## config.mk

```make
export PLATFORM = sky130hd
export DESIGN_NAME = uart_receiver_flat
export DESIGN_NICKNAME = d
export VERILOG_FILES = /design/src/rtl/uart_receiver_if.sv /design/src/rtl/uart_receiver.sv /design/src/flat_wrapper.sv
export SDC_FILE = /design/constraint.sdc
export NUM_CORES = 1
export LEC_CHECK = 0
export BUFFER_PORTS_ARGS = -buffer_cell sky130_fd_sc_hd__clkbuf_2
export CORE_MARGIN = 3
export CORE_UTILIZATION = 41
export DETAILED_ROUTE_END_ITERATION = 16
export GPL_ROUTABILITY_DRIVEN = 1
export SLEW_MARGIN = 20
export SYNTH_ARGS = -nofsm -noshare
export SYNTH_HDL_FRONTEND = slang
export SYNTH_SLANG_ARGS = --single-unit
export TNS_END_PERCENT = 100
```

## constraint.sdc

```tcl
create_clock -name uart_clk -period 5 [get_ports uart_clk]
set_input_delay 0 -clock uart_clk [delete_from_list [all_inputs] [get_ports uart_clk]]
set_output_delay 0 -clock uart_clk [all_outputs]
set_load 0.05 [all_outputs]
```

## src/rtl/uart_receiver_if.sv

```systemverilog
// RX FIFO write side plus receive status pulses of the UART receiver.
interface uart_receiver_if;
  logic       rf_full;
  logic       rf_wrreq;
  logic [7:0] rf_data;
  logic       frame_err;
  logic       overrun;

  modport master (input rf_full, output rf_wrreq, rf_data, frame_err, overrun);
  modport slave  (output rf_full, input rf_wrreq, rf_data, frame_err, overrun);
endinterface

```

## src/rtl/uart_receiver.sv

```systemverilog
// 8N1 UART receiver on an OS x baud clock: 2-flop sync, 2-of-3 mid-bit voting,
// one FIFO write strobe per good byte, framing-error and overrun pulses.
module uart_receiver #(
  parameter int OS = 16,
  parameter int CW = 8
) (
  input  logic        uart_clk,
  input  logic        rst_n,
  input  logic        uart_rxd,
  uart_receiver_if.master rf
);
  localparam logic [2:0] IDLE      = 3'd0;
  localparam logic [2:0] START     = 3'd1;
  localparam logic [2:0] DATA      = 3'd2;
  localparam logic [2:0] STOP      = 3'd3;
  localparam logic [2:0] WAIT_IDLE = 3'd4;

  localparam logic [CW-1:0] FIRST_DEC = CW'(OS/2 + 1);
  localparam logic [CW-1:0] LAST_DATA = CW'(8*OS + OS/2 + 1);
  localparam logic [CW-1:0] STEP      = CW'(OS);

  logic          rxd_meta, rxd_s;
  logic [1:0]    hist;
  logic [2:0]    state;
  logic [CW-1:0] cnt, dec_at;
  logic [7:0]    shreg;
  logic          maj, decide;

  always_ff @(posedge uart_clk or negedge rst_n) begin
    if (!rst_n) begin
      rxd_meta <= 1'b1;
      rxd_s    <= 1'b1;
      hist     <= 2'b11;
    end else begin
      rxd_meta <= uart_rxd;
      rxd_s    <= rxd_meta;
      hist     <= {hist[0], rxd_s};
    end
  end

  // hist holds rxd_s from cnt-2 and cnt-1, so the vote lands on cnt = decision cycle
  assign maj    = (hist[1] & hist[0]) | (hist[1] & rxd_s) | (hist[0] & rxd_s);
  assign decide = (cnt == dec_at);

  always_ff @(posedge uart_clk or negedge rst_n) begin
    if (!rst_n) begin
      state        <= IDLE;
      cnt          <= '0;
      dec_at       <= FIRST_DEC;
      shreg        <= 8'h00;
      rf.rf_wrreq  <= 1'b0;
      rf.rf_data   <= 8'h00;
      rf.frame_err <= 1'b0;
      rf.overrun   <= 1'b0;
    end else begin
      rf.rf_wrreq  <= 1'b0;
      rf.frame_err <= 1'b0;
      rf.overrun   <= 1'b0;
      case (state)
        IDLE: begin
          if (!rxd_s) begin
            state  <= START;
            cnt    <= '0;
            dec_at <= FIRST_DEC;
          end
        end
        START: begin
          cnt <= cnt + 1'b1;
          if (decide) begin
            dec_at <= dec_at + STEP;
            state  <= maj ? IDLE : DATA;
          end
        end
        DATA: begin
          cnt <= cnt + 1'b1;
          if (decide) begin
            shreg  <= {maj, shreg[7:1]};
            dec_at <= dec_at + STEP;
            if (dec_at == LAST_DATA) state <= STOP;
          end
        end
        STOP: begin
          cnt <= cnt + 1'b1;
          if (decide) begin
            if (!maj) begin
              rf.frame_err <= 1'b1;
              state        <= WAIT_IDLE;
            end else begin
              // back to IDLE mid stop bit so the next start edge is not missed
              state <= IDLE;
              if (rf.rf_full) begin
                rf.overrun <= 1'b1;
              end else begin
                rf.rf_data  <= shreg;
                rf.rf_wrreq <= 1'b1;
              end
            end
          end
        end
        WAIT_IDLE: begin
          if (rxd_s) state <= IDLE;
        end
        default: state <= IDLE;
      endcase
    end
  end
endmodule

```

## src/flat_wrapper.sv

```systemverilog
// flat-port wrapper written by rule: the top's interface ports become plain ports
module uart_receiver_flat 
#(
  parameter int OS = 16,
  parameter int CW = 8
)
  (uart_clk, rst_n, uart_rxd, rf_rf_full, rf_rf_wrreq, rf_rf_data, rf_frame_err, rf_overrun);
  uart_receiver_if rf_i ();
  input  logic uart_clk;
  input  logic rst_n;
  input  logic uart_rxd;
  input wire logic [$bits(rf_i.rf_full)-1:0] rf_rf_full;
  output wire logic [$bits(rf_i.rf_wrreq)-1:0] rf_rf_wrreq;
  output wire logic [$bits(rf_i.rf_data)-1:0] rf_rf_data;
  output wire logic [$bits(rf_i.frame_err)-1:0] rf_frame_err;
  output wire logic [$bits(rf_i.overrun)-1:0] rf_overrun;
  assign rf_i.rf_full = rf_rf_full;
  assign rf_rf_wrreq = rf_i.rf_wrreq;
  assign rf_rf_data = rf_i.rf_data;
  assign rf_frame_err = rf_i.frame_err;
  assign rf_overrun = rf_i.overrun;
  uart_receiver #(.OS(OS), .CW(CW)) u_core (.uart_clk(uart_clk), .rst_n(rst_n), .uart_rxd(uart_rxd), .rf(rf_i));
endmodule
```

# == Yosys cells after proc, flatten, opt, wreduce, memory -nomap -nowiden ==
# Index checks and enable logic that the tools add are counted.
# op_classes
n_addsub,2
eq_ne,13
n_mux,25
bitwise_logic,6
reduce_logical,10
# op_table
cell,count
$pmux 8 s2,2
$mux 8,3
$mux 3,7
$pmux 3 s5,1
$ne 2x1->1 const B,6
$mux 1,11
$add 8x1->8 const B,1
$add 8x5->8 const B,1
$eq 8x8->1,1
$eq 8x8->1 const B,1
$eq 3x2->1 const B,2
$reduce_and 6->1,1
$reduce_and 2->1,2
$reduce_and 4->1,1
$reduce_bool 2->1,2
$and 1x1->1,3
$eq 3x1->1 const B,1
$eq 3x3->1 const B,1
$logic_not 3->1,1
$reduce_and 3->1,1
$reduce_or 3->1,1
$mux 2,1
$ne 2x2->1 const B,1
$or 1x1->1,2
other kinds (2),2
# word_totals
register_bits,42
in_bits,4
word_cells,67

# == Longest topological paths before layout ==
# Gate-level depths: netlist of run 1.
# logic_depth
ltp_word,6
ltp_mapped,6
depth_no_buf,5

# == Worst setup path before layout of run 1 ==
# No wires, ideal clock.
# synth_path
path_kind,reg2reg
start,reg u_core.cnt[3]
end,reg u_core.rf.rf_data[0]
setup_time_ns,0.125
arrival_ns,1.859
required_ns,4.875
slack_ns,3.016
stages_incl_launch_ff,6
period_less_slack_ns,1.984
cell_sequence,dfrtp_1 -> or3_1 -> nand2_1 -> nand3_1 -> nor4_4 -> mux2_2
# synth_between
elab_chain_cells,2
# synth_rtl
element,line_no,text
start: declaration,uart_receiver.sv:25,"logic [CW-1:0] cnt, dec_at;"
start signal: assignment,uart_receiver.sv:68,cnt <= cnt + 1'b1;
start signal: assignment,uart_receiver.sv:75,cnt <= cnt + 1'b1;
start signal: assignment,uart_receiver.sv:83,cnt <= cnt + 1'b1;
$eq 8x8->1,uart_receiver.sv:43,assign decide = (cnt == dec_at);
$reduce_and 4->1 (no line),-,
end signal: assignment,uart_receiver.sv:94,rf.rf_data <= shreg;
end: declaration,uart_receiver_if.sv:9,"modport master (input rf_full, output rf_wrreq, rf_data, frame_err, overrun);"
# No other way between the ends.
# A chain may end at the register's enable or synchronous reset.

# == Worst setup path after layout of run 1 ==
# layout_path
start,reg u_core.dec_at[7]
end,reg u_core.rf.rf_data[6]
# layout_between
elab_chain_cells,2
# layout_rtl
element,line_no,text
start: declaration,uart_receiver.sv:25,
start signal: assignment,uart_receiver.sv:70,dec_at <= dec_at + STEP;
start signal: assignment,uart_receiver.sv:78,dec_at <= dec_at + STEP;
$eq 8x8->1,uart_receiver.sv:43,
$reduce_and 4->1 (no line),-,
# No other way between the ends.

==> out/results.tsv, run 1 <==
stage	metric	value	unit
logic_synthesis	cell_type_with_the_highest_aggregate_area_in_the_netlist	sky130_fd_sc_hd__dfrtp_1	
logic_synthesis	xor_xnor_share_of_the_synthesized_area	0.0560	
logic_synthesis	synth_simple_gate_area_frac	0.151	
logic_synthesis	yosysSeqAreaShare	0.571	
clock_tree	clkTransAtPathRegs	0.08	ns
setup_path	crit_fanout	9	
floorplan	design.die.area	5010	um2
setup_path	worst_setup_path_startpoint	u_core.dec_at[7]	
route	detailedRoute.firstPassIterationCount	4	
floorplan	core	3850	um2
setup_path	timing.critical_path.max_delay_family	simple AND/OR/NAND/NOR gates	
setup_path	worst_ep_required_time	5.18	ns
cells_and_area	area_of_the_multi_input_gates	706	um2
logic_synthesis	postSynthAreaPerCell	12.1	um2
sta	timing.max_slew.rel_slack	0.276	
route	vias	1117	
route	routed_wl	3.06	mm
setup_path	worstSetupPathType	reg2reg	
placed_design	gpl.final_weighted_congestion	0.884	
sta	count_of_final_setup_violators	0	
cells_and_area	antenna-diode-count	0	
setup_path	crit-reg2reg-launch	u_core.dec_at[7]	
cells_and_area	layout_fillers	355	
setup_path	setup.reg_to_reg.worst_slack	2.70	ns
cells_and_area	final_cell_area_excluding_filler_cells	1950	um2
placed_design	pre_cts_ws	2.70	ns
floorplan	ios	15	
logic_synthesis	yosys.area_share.adder	0.0276	
floorplan	die_h	70.8	um
pwr	share_seq_of_total_power	0.531	
run_status	outcome	completed	
pwr	power.share.switching	0.333	
setup_path	cp_capture_type	flop	
route	drcViolationCount	0	
placed_design	port-buffer-count	14	
cells_and_area	nNetsFinal	170	
global_route	antenna_violations_before_repair	0	
setup_path	worst_path_largest_cell_delay	0.59	ns
route	drt_iter0_markers	92	
pwr	power.share.combinational	0.213	
floorplan	chipWidth	70.8	um
setup_path	r2r_cells	5	
logic_synthesis	synth_top_family_by_area	simple AND/OR/NAND/NOR gates	
sta	tightest_slew	1.08	ns
clock_tree	cts-buffers-inserted	5	
pwr	maximum_ir_drop_on_the_vdd_rail	242	uV
clock_tree	clock_sinks	39	
global_route	total_gr_overflow	0	
pwr	power.internal	535	uW
setup_path	cpMaxStageDelayCell	sky130_fd_sc_hd__nor4_4	
clock_tree	ctsHtreeMaxLevel	2	
route	antenna_left	0	
logic_synthesis	postSynthNetCount	149	
clock_tree	cts_tree	yes	
placed_design	place_hpwl	2.10	mm
placed_design	placed_area	1840	um2
logic_synthesis	netlist_instances	142	
global_route	number_of_global_route_vias_before_repair	1098	
logic_synthesis	synth_flop_cell	sky130_fd_sc_hd__dfrtp_1	
global_route	global_route_total_usage_across_every_layer	0.139	
sta	accumulated_negative_setup_slack	0	ns
clock_tree	cts-resized-gates	0	
setup_path	data_arrival_time_of_the_worst_path	2.47	ns
cells_and_area	post_route_cells_drive_above_1_share	0.305	
setup_path	reg2reg_to	u_core.rf.rf_data[6]	
setup_path	cp_num_buf_inv	0	
sta	rsz0062_at_grt	no	
floorplan	initial_core_util	0.446	
logic_synthesis	yosysTopAreaCellShare	0.495	
pwr	power_switching	268	uW
sta	skew	0.0109	ns
global_route	grt_util_met1	0.196	
setup_path	endpoint	u_core.rf.rf_data[6]	
global_route	grt_util_met2	0.194	
cells_and_area	sequential_cell_area	982	um2
global_route	grtUsageMet3	0.0355	
logic_synthesis	yosys-mux-area-fraction	0.117	
setup_path	worstSetupStartpointType	flop	
cells_and_area	area_growth_syn_to_layout	13.2	%
setup_path	path_depth	5	
global_route	global_route.peak_usage_layer	met1	
logic_synthesis	compound_gate_fraction_of_synth_area	0.0589	
pwr	clkPwrFrac	0.256	
floorplan	placementRows	22	
setup_path	path_cells	xor2_1, nor3_1, nand3_1, nor4_4, mux2_2	
global_route	grt_first_pass_wirelength	5.42	mm
sta	final_report_hold_violation_count	0	
cells_and_area	layout.cells.most_common	sky130_fd_sc_hd__dfrtp_1	
clock_tree	cts-root-buf	sky130_fd_sc_hd__clkbuf_8	
pwr	p_leak	0.000925	uW
sta	finalWorstSetupSlack	2.70	ns
sta	slew_viol_final	0	
logic_synthesis	synth_area_leaders	sky130_fd_sc_hd__dfrtp_1 49%, sky130_fd_sc_hd__mux2_2 11%, sky130_fd_sc_hd__dfstp_2 7.6%, sky130_fd_sc_hd__xor2_1 4.6%, sky130_fd_sc_hd__nand3_1 2.3%	
worst_hold_path	hold_path.class	in2reg	
job	max_cap_viols	0	
logic_synthesis	synthDistinctLibCells	35	
logic_synthesis	ys.warnings.count	0	
logic_synthesis	syn-cell-area	1720	um2
cells_and_area	layout.cells.most_common_list	34 x sky130_fd_sc_hd__dfrtp_1, 17 x sky130_fd_sc_hd__mux2_2, 14 x sky130_fd_sc_hd__clkbuf_2	
route	detail_route.vias_per_cell	5.27	
pwr	post-layout-total-power	803	uW
clock_tree	cts_post_setup_buffers_inserted	0	
pwr	power_density	412	nW/um2
route	route.detailed.wl_per_inst	14.4	um
sta	layout_min_cycle_time	2.30	ns
global_route	grt_start_max_net_pins	40	
logic_synthesis	count_of_flip_flops_with_a_built_in_enable_after_synthesis	0	
logic_synthesis	postSynthRegisterBits	39	
sta	max_clock_freq	435	MHz
sta	period_share	0.459	
clock_tree	worstSkewPairLatency	0.30	ns
sta	final.hold.worst_slack	0.339	ns
clock_tree	clk_path_buf_depth	2	
logic_synthesis	postSynth.asyncResetShare	1.00	
## per-layer routing
layer | vias up | share of wire
met5 | - | 0
met4 | 0 | 0.019
met3 | 6 | 0.042
met2 | 25 | 0.44
met1 | 545 | 0.50
li1 | 541 | -
## power by group through the flow
stage                     logic (uW)  clock network (uW)  registers, uW
after floorplan                  145                   0            406
after global placement           162                   0            428
after detailed placement         168                   0            430
after CTS                        172                 210            424
after global routing             200                 224            435
final                            171                 206            426
## flip-flops by register name, summed over array words and instances, names as in the netlist
name,cells
u_core.rf.rf_data,8
u_core.shreg,8
u_core.rxd_meta,1
u_core.cnt,8
u_core.rxd_s,1
u_core.hist,2
u_core.state,3
u_core.rf.overrun,1
u_core.dec_at,5
u_core.rf.rf_wrreq,1
u_core.rf.frame_err,1
## worst reg2reg max path, stage by stage, from the launching register on
cell and delay (ns):
sky130_fd_sc_hd__dfrtp_1 0.45, sky130_fd_sc_hd__xor2_1 0.19, sky130_fd_sc_hd__nor3_1 0.29, sky130_fd_sc_hd__nand3_1 0.25, sky130_fd_sc_hd__nor4_4 0.59, sky130_fd_sc_hd__mux2_2 0.41
## how the worst min path moves through the flow
stage                     depth (start not counted)  startpoint  slack, ns               to
after CTS                                         2    uart_rxd       0.33  u_core.rxd_meta
after detailed placement                          1    uart_rxd       0.09  u_core.rxd_meta
after floorplan                                   0       rst_n      -0.30    u_core.cnt[0]
final                                             2    uart_rxd       0.34  u_core.rxd_meta
after global routing                              2    uart_rxd       0.35  u_core.rxd_meta
after global placement                            1    uart_rxd       0.09  u_core.rxd_meta
## final cells by class
class,instances,area share
Clock buffer,7,0.0392
Clock inverter,1,0.00257
Inverter,5,0.00963
Multi-Input combinational cell,95,0.362
Sequential cell,39,0.504
Tap cell,48,0.0308
Timing Repair Buffer,17,0.0514
## what timing repair did
action	in CTS	in global routing
endpoints found under the setup margin	0	0
hold buffers	3	0
hold endpoints to repair	37	0
## metrics by stage
| step | cells | utilization |
|---|---|---|
| 2_1_floorplan | 142 | - |
| 3_3_place_gp | 201 | 0.477 |
| 3_5_place_dp | 201 | 0.477 |
| 4_1_cts | 212 | 0.506 |
| 5_1_grt | 212 | 0.506 |
| 6_report | 212 | 0.506 |
## synth_stat cells (4+ instances only)
cell,n
sky130_fd_sc_hd__dfrtp_1,34
sky130_fd_sc_hd__dfstp_2,5
sky130_fd_sc_hd__inv_1,5
sky130_fd_sc_hd__mux2_2,17
sky130_fd_sc_hd__nand2_1,8
sky130_fd_sc_hd__nand3_1,8
sky130_fd_sc_hd__nor2_1,10
sky130_fd_sc_hd__nor3_1,5
sky130_fd_sc_hd__o21ai_0,4
sky130_fd_sc_hd__or2_2,4
sky130_fd_sc_hd__xor2_1,9
## cells by family (layout without fill, tap and decap cells)
group | count (synthesis) | in the layout
XOR/XNOR | 11 | 11
flip-flops | 39 | 39
adder cells (fa/ha/maj) | 4 | 4
buffers and inverters | 8 | 30
AO/OA/AOI/OAI | 15 | 15
AND/OR/NAND/NOR | 47 | 47
multiplexers | 18 | 18
(Power assumes the default switching activity.)
==> run 2, diff against run 1 <==
- clock period: 5 -> 2.2 ns (I/O delays scaled with it)
==> out/results.tsv, run 2 (synthesis gave the netlist of run 1 again) <==
stage	metric	value	unit	change
cells_and_area	area_growth_syn_to_layout	18.4	%	was 13.2%
pwr	power.share.switching	0.312		was 0.333
setup_path	worst_ep_required_time	2.38	ns	was 5.18 ns
cells_and_area	final_cell_area_excluding_filler_cells	2040	um2	was 1950 um2
route	antenna_left	0		unchanged
global_route	total_gr_overflow	0		unchanged
sta	count_of_final_setup_violators	0		unchanged
setup_path	worstSetupStartpointType	flop		unchanged
pwr	power.share.combinational	0.230		was 0.213
clock_tree	cts_post_setup_buffers_inserted	0		unchanged
route	routed_wl	3.07	mm	was 3.06 mm
floorplan	initial_core_util	0.446		unchanged
job	max_cap_viols	0		unchanged
pwr	maximum_ir_drop_on_the_vdd_rail	847	uV	was 242 uV
setup_path	data_arrival_time_of_the_worst_path	2.25	ns	was 2.47 ns
clock_tree	worstSkewPairLatency	0.29	ns	was 0.30 ns
global_route	grt_start_max_net_pins	40		unchanged
sta	skew	0.00293	ns	was 0.0109 ns
sta	accumulated_negative_setup_slack	0	ns	unchanged
route	detailedRoute.firstPassIterationCount	4		unchanged
setup_path	path_cells	xor2_1, nor3_1, nand3_1, nor4_4, buf_4, mux2_2		was xor2_1, nor3_1, nand3_1, nor4_4, mux2_2
route	route.detailed.wl_per_inst	14.0	um	was 14.4 um
route	vias	1147		was 1117
route	drt_iter0_markers	37		was 92
run_status	outcome	completed		unchanged
sta	layout_min_cycle_time	2.07	ns	was 2.30 ns
pwr	post-layout-total-power	1980	uW	was 803 uW
setup_path	worstSetupPathType	reg2reg		unchanged
sta	slew_viol_final	0		unchanged
global_route	grt_first_pass_wirelength	5.42	mm	unchanged
sta	rsz0062_at_grt	no		unchanged
route	detail_route.vias_per_cell	5.24		was 5.27
clock_tree	clock_sinks	39		unchanged
pwr	power_switching	619	uW	was 268 uW
cells_and_area	nNetsFinal	177		was 170
placed_design	port-buffer-count	14		unchanged
clock_tree	cts-buffers-inserted	5		unchanged
clock_tree	clk_path_buf_depth	2		unchanged
sta	timing.max_slew.rel_slack	0.388		was 0.276
clock_tree	ctsHtreeMaxLevel	2		unchanged
sta	tightest_slew	0.918	ns	was 1.08 ns
setup_path	cp_capture_type	flop		unchanged
floorplan	core	3850	um2	unchanged
setup_path	timing.critical_path.max_delay_family	simple AND/OR/NAND/NOR gates		unchanged
sta	period_share	0.942		was 0.459
cells_and_area	layout.cells.most_common_list	34 x sky130_fd_sc_hd__dfrtp_1, 17 x sky130_fd_sc_hd__mux2_2, 14 x sky130_fd_sc_hd__clkbuf_2		unchanged
global_route	number_of_global_route_vias_before_repair	1174		was 1098
cells_and_area	layout.cells.most_common	sky130_fd_sc_hd__dfrtp_1		unchanged
cells_and_area	post_route_cells_drive_above_1_share	0.351		was 0.305
pwr	share_seq_of_total_power	0.476		was 0.531
setup_path	cp_num_buf_inv	1		was 0
placed_design	gpl.final_weighted_congestion	0.861		was 0.884
global_route	antenna_violations_before_repair	0		unchanged
worst_hold_path	hold_path.class	in2reg		unchanged
route	drcViolationCount	0		unchanged
floorplan	placementRows	22		unchanged
clock_tree	cts-root-buf	sky130_fd_sc_hd__clkbuf_8		unchanged
sta	final_report_hold_violation_count	0		unchanged
placed_design	place_hpwl	2.26	mm	was 2.10 mm
pwr	clkPwrFrac	0.294		was 0.256
cells_and_area	layout.core_utilization	0.529		was 0.506
pwr	p_leak	0.000977	uW	was 0.000925 uW
placed_design	placed_area	1890	um2	was 1840 um2
floorplan	chipWidth	70.8	um	unchanged
setup_path	worst_path_largest_cell_delay	0.43	ns	was 0.59 ns
clock_tree	cts_tree	yes		unchanged
floorplan	design.die.area	5010	um2	unchanged
cells_and_area	top_regs	u_core.cnt x8, u_core.rf.rf_data x8, u_core.shreg x8		unchanged
sta	max_clock_freq	483	MHz	was 435 MHz
floorplan	die_h	70.8	um	unchanged
cells_and_area	stdcell_count	219		was 212
pwr	power_density	974	nW/um2	was 412 nW/um2
floorplan	ios	15		unchanged
placed_design	numPlacedInstances	208		was 201
pwr	power.internal	1360	uW	was 535 uW
setup_path	cpMaxStageDelayCell	sky130_fd_sc_hd__dfrtp_1		was sky130_fd_sc_hd__nor4_4
setup_path	crit_fanout	9		unchanged
global_route	global_route_total_usage_across_every_layer	0.138		was 0.139
cells_and_area	antenna-diode-count	0		unchanged
clock_tree	clkTransAtPathRegs	0.07	ns	was 0.08 ns
[run 2: cell count changes in the layout (fill, tap and decap cells not counted), sizes merged]
cell / delta
buf: +7
bufinv: +1
clkbuf: -2
clkinv: +1
[run 2: per-stage QoR]
stage | hold slack [ns] | setup slack [ns]
after detailed placement | 0.0905 | 0.131
after floorplan | -0.296 | 0.216
after CTS | 0.335 | 0.124
after global routing | 0.333 | 0.0207
after global placement | 0.0896 | 0.204
final | 0.340 | 0.129
[run 2: timing repair]
action | 4_1_cts | 5_1_grt
endpoints found under the hold margin | 36 | 0
resized for setup | 0 | 1
hold buffers | 3 | 0
setup endpoints to repair | 0 | 3
[run 2: final timing paths]
check / start / end / slack [ns] / depth (start not counted)
worst max-delay path: u_core.cnt[4] / u_core.rf.rf_data[6] / 0.13 / 6
worst min-delay path: uart_rxd / u_core.rxd_meta / 0.34 / 2
worst max register to register: u_core.cnt[4] / u_core.rf.rf_data[6] / 0.13 / 6
worst min register to register: u_core.rxd_meta / u_core.rxd_s / 0.36 / 0
max in group asynchronous: rst_n / u_core.cnt[6] / 1.26 / 2
min in group asynchronous: rst_n / u_core.dec_at[5] / 0.38 / 2
[run 2: layer usage]
layer,vias to the layer above,GRT usage,share of wire
met4,0,0.0605,0.018
met2,18,0.206,0.46
li1,558,-,-
met1,565,0.181,0.48
met5,-,0,0
met3,6,0.0469,0.036
[run 2: power by group through the flow]
| stage | Clock (uW) | Sequential, uW | Combinational [uW] |
|---|---|---|---|
| after floorplan | 0 | 923 | 329 |
| after global placement | 0 | 956 | 430 |
| after detailed placement | 0 | 957 | 445 |
| after CTS | 604 | 943 | 457 |
| after global routing | 636 | 965 | 522 |
| final | 583 | 944 | 457 |
[run 2: layout make-up]
cell class              instances  area [um2]
clock buffers                   5        68.8
clock inverters                 3        43.8
fillers                       342        1820
inverters                       5        18.8
multi-input cells              95         711
flip-flops and latches         39         982
well taps                      48        60.1
repair buffers                 24         153
[run 2: worst register-to-register path, stage by stage (launching register included)]
cell,delay (ns)
sky130_fd_sc_hd__dfrtp_1,0.43
sky130_fd_sc_hd__xor2_1,0.16
sky130_fd_sc_hd__nor3_1,0.29
sky130_fd_sc_hd__nand3_1,0.25
sky130_fd_sc_hd__nor4_4,0.25
sky130_fd_sc_hd__buf_4,0.22
sky130_fd_sc_hd__mux2_2,0.36
==> run 3, diff against run 2 <==
- RECOVER_POWER: default -> 100
==> out/results.tsv, run 3 (synthesis gave the netlist of run 1 again) <==
stage	metric	value	unit	change
run_status	outcome	completed		unchanged
cells_and_area	layout.cells.most_common_list	34 x sky130_fd_sc_hd__dfrtp_1, 17 x sky130_fd_sc_hd__mux2_2, 13 x sky130_fd_sc_hd__clkbuf_1		was 34 x sky130_fd_sc_hd__dfrtp_1, 17 x sky130_fd_sc_hd__mux2_2, 14 x sky130_fd_sc_hd__clkbuf_2
setup_path	crit-reg2reg-launch	u_core.cnt[4]		unchanged
clock_tree	clkTransAtPathRegs	0.07	ns	about the same
sta	layout_min_cycle_time	2.07	ns	about the same
setup_path	reg2reg_to	u_core.shreg[0]		was u_core.rf.rf_data[6]
pwr	power_density	983	nW/um2	was 974 nW/um2
floorplan	chipWidth	70.8	um	unchanged
setup_path	worstSetupPathType	reg2reg		unchanged
sta	final_report_hold_violation_count	0		unchanged
placed_design	placed_area	1890	um2	unchanged
cells_and_area	final_cell_area_excluding_filler_cells	2010	um2	was 2040 um2
sta	accumulated_negative_setup_slack	0	ns	unchanged
sta	count_of_final_setup_violators	0		unchanged
setup_path	worst_path_largest_cell_delay	0.43	ns	about the same
job	max_cap_viols	0		unchanged
global_route	grt_first_pass_wirelength	5.42	mm	unchanged
cells_and_area	stdcell_count	219		unchanged
pwr	p_leak	0.000929	uW	was 0.000977 uW
sta	max_clock_freq	482	MHz	was 483 MHz
floorplan	ios	15		unchanged
cells_and_area	area_growth_syn_to_layout	17.0	%	was 18.4%
global_route	grt_start_max_net_pins	40		unchanged
route	drcViolationCount	0		unchanged
sta	period_share	0.942		about the same
setup_path	path_cells	xor2_1, nor3_1, nand3_1, nor3_2, clkbuf_2, mux2_2		was xor2_1, nor3_1, nand3_1, nor4_4, buf_4, mux2_2
clock_tree	clock_sinks	39		unchanged
route	detailedRoute.firstPassIterationCount	4		unchanged
placed_design	numPlacedInstances	208		unchanged
pwr	maximum_ir_drop_on_the_vdd_rail	844	uV	was 847 uV
setup_path	worst_ep_required_time	2.38	ns	about the same
cells_and_area	post_route_cells_drive_above_1_share	0.263		was 0.351
clock_tree	ctsHtreeMaxLevel	2		unchanged
global_route	number_of_global_route_vias_before_repair	1174		unchanged
global_route	global_route_total_usage_across_every_layer	0.138		unchanged
placed_design	place_hpwl	2.26	mm	unchanged
clock_tree	worstSkewPairLatency	0.29	ns	about the same
cells_and_area	nNetsFinal	177		unchanged
floorplan	placementRows	22		unchanged
route	antenna_left	0		unchanged
floorplan	design.die.area	5010	um2	unchanged
floorplan	die_h	70.8	um	unchanged
sta	slew_viol_final	0		unchanged
setup_path	r2r_cells	6		unchanged
route	vias	1148		was 1147
setup_path	worstSetupStartpointType	flop		unchanged
worst_hold_path	worstHoldEndpoint	u_core.rxd_meta		unchanged
worst_hold_path	hold_path.class	in2reg		unchanged
floorplan	core	3850	um2	unchanged
setup_path	cp_capture_type	flop		unchanged
clock_tree	clk_path_buf_depth	2		unchanged
cells_and_area	antenna-diode-count	0		unchanged
route	detail_route.vias_per_cell	5.24		about the same
setup_path	worst_setup_path_startpoint	u_core.cnt[4]		unchanged
global_route	antenna_violations_before_repair	0		unchanged
worst_hold_path	startpoint_of_the_lowest_slack_hold_path	uart_rxd		unchanged
setup_path	cpMaxStageDelayCell	sky130_fd_sc_hd__dfrtp_1		unchanged
cells_and_area	layout.cells.most_common	sky130_fd_sc_hd__dfrtp_1		unchanged
placed_design	gpl.final_weighted_congestion	0.861		unchanged
route	drt_iter0_markers	40		was 37
clock_tree	cts-root-buf	sky130_fd_sc_hd__clkbuf_8		unchanged
setup_path	setup.reg_to_reg.worst_slack	0.13	ns	about the same
clock_tree	cts_tree	yes		unchanged
clock_tree	cts-buffers-inserted	5		unchanged
route	routed_wl	3.09	mm	was 3.07 mm
sta	skew	0.00271	ns	was 0.00293 ns
route	route.detailed.wl_per_inst	14.1	um	was 14.0 um
worst_hold_path	timing.hold.worst_path_depth	2		unchanged
cells_and_area	top_regs	u_core.cnt x8, u_core.rf.rf_data x8, u_core.shreg x8		unchanged
setup_path	crit_fanout	8		was 9
setup_path	data_arrival_time_of_the_worst_path	2.25	ns	about the same
floorplan	initial_core_util	0.446		unchanged
sta	tightest_slew	0.919	ns	was 0.918 ns
global_route	total_gr_overflow	0		unchanged
sta	final.hold.worst_slack	0.342	ns	was 0.340 ns
pwr	post-layout-total-power	1980	uW	about the same
sta	rsz0062_at_grt	no		unchanged
placed_design	port-buffer-count	14		unchanged
sta	timing.max_slew.rel_slack	0.387		was 0.388
run 3: where the power goes:
part / internal (uW) / leakage, uW / switching (uW)
registers: 819 / 0.000500 / 124
clock network: 337 / 0.0000581 / 244
logic: 207 / 0.000371 / 249
total: 1360 / 0.000929 / 616
run 3: worst max-delay path by stage:
stage / slack (ns) / end
final: 0.13 / u_core.shreg[0]
after global routing: 0.02 / u_core.shreg[4]
after CTS: 0.12 / u_core.rf.rf_data[6]
after detailed placement: 0.13 / u_core.rf.rf_data[6]
after global placement: 0.20 / u_core.rf.rf_data[6]
after floorplan: 0.22 / u_core.rf.rf_data[0]
run 3: final cells by class:
type	count	area [um2]
timing repair buffer	24	129
fill	352	1840
clock inverter	3	43.8
tap	48	60.1
multi-input combinational	95	711
sequential	39	982
inverter	5	18.8
clock buffer	5	68.8
run 3: timing repair:
item	CTS	global route
setup endpoints to repair	0	3
hold buffers	3	0
setup buffers	0	0
hold endpoints to repair	36	0
gates resized for setup	0	1
run 3: through the flow:
step	utilization	setup WS, ns
2_1_floorplan	-	0.216
3_3_place_gp	0.490	0.204
3_5_place_dp	0.490	0.131
4_1_cts	0.527	0.124
5_1_grt	0.522	0.0196
6_report	0.522	0.127
run 3: layer usage:
| layer | track usage | part of all wire | wire length (um) | up-vias |
|---|---|---|---|---|
| li1 | - | - | - | 556 |
| met1 | 0.181 | 0.48 | 1480 | 568 |
| met2 | 0.206 | 0.47 | 1450 | 18 |
| met3 | 0.0469 | 0.038 | 116 | 6 |
| met4 | 0.0605 | 0.012 | 38 | 0 |
| met5 | 0 | 0 | 0 | - |
run 3: critical path, delay by kind of cell, from the launching register on:
family / cells / cell delay [ns]
and+or+nand+nor: 3 / 0.74
DFF: 1 / 0.43
muxes: 1 / 0.37
buffers and inverters: 1 / 0.26
xor gates and xnor gates: 1 / 0.16
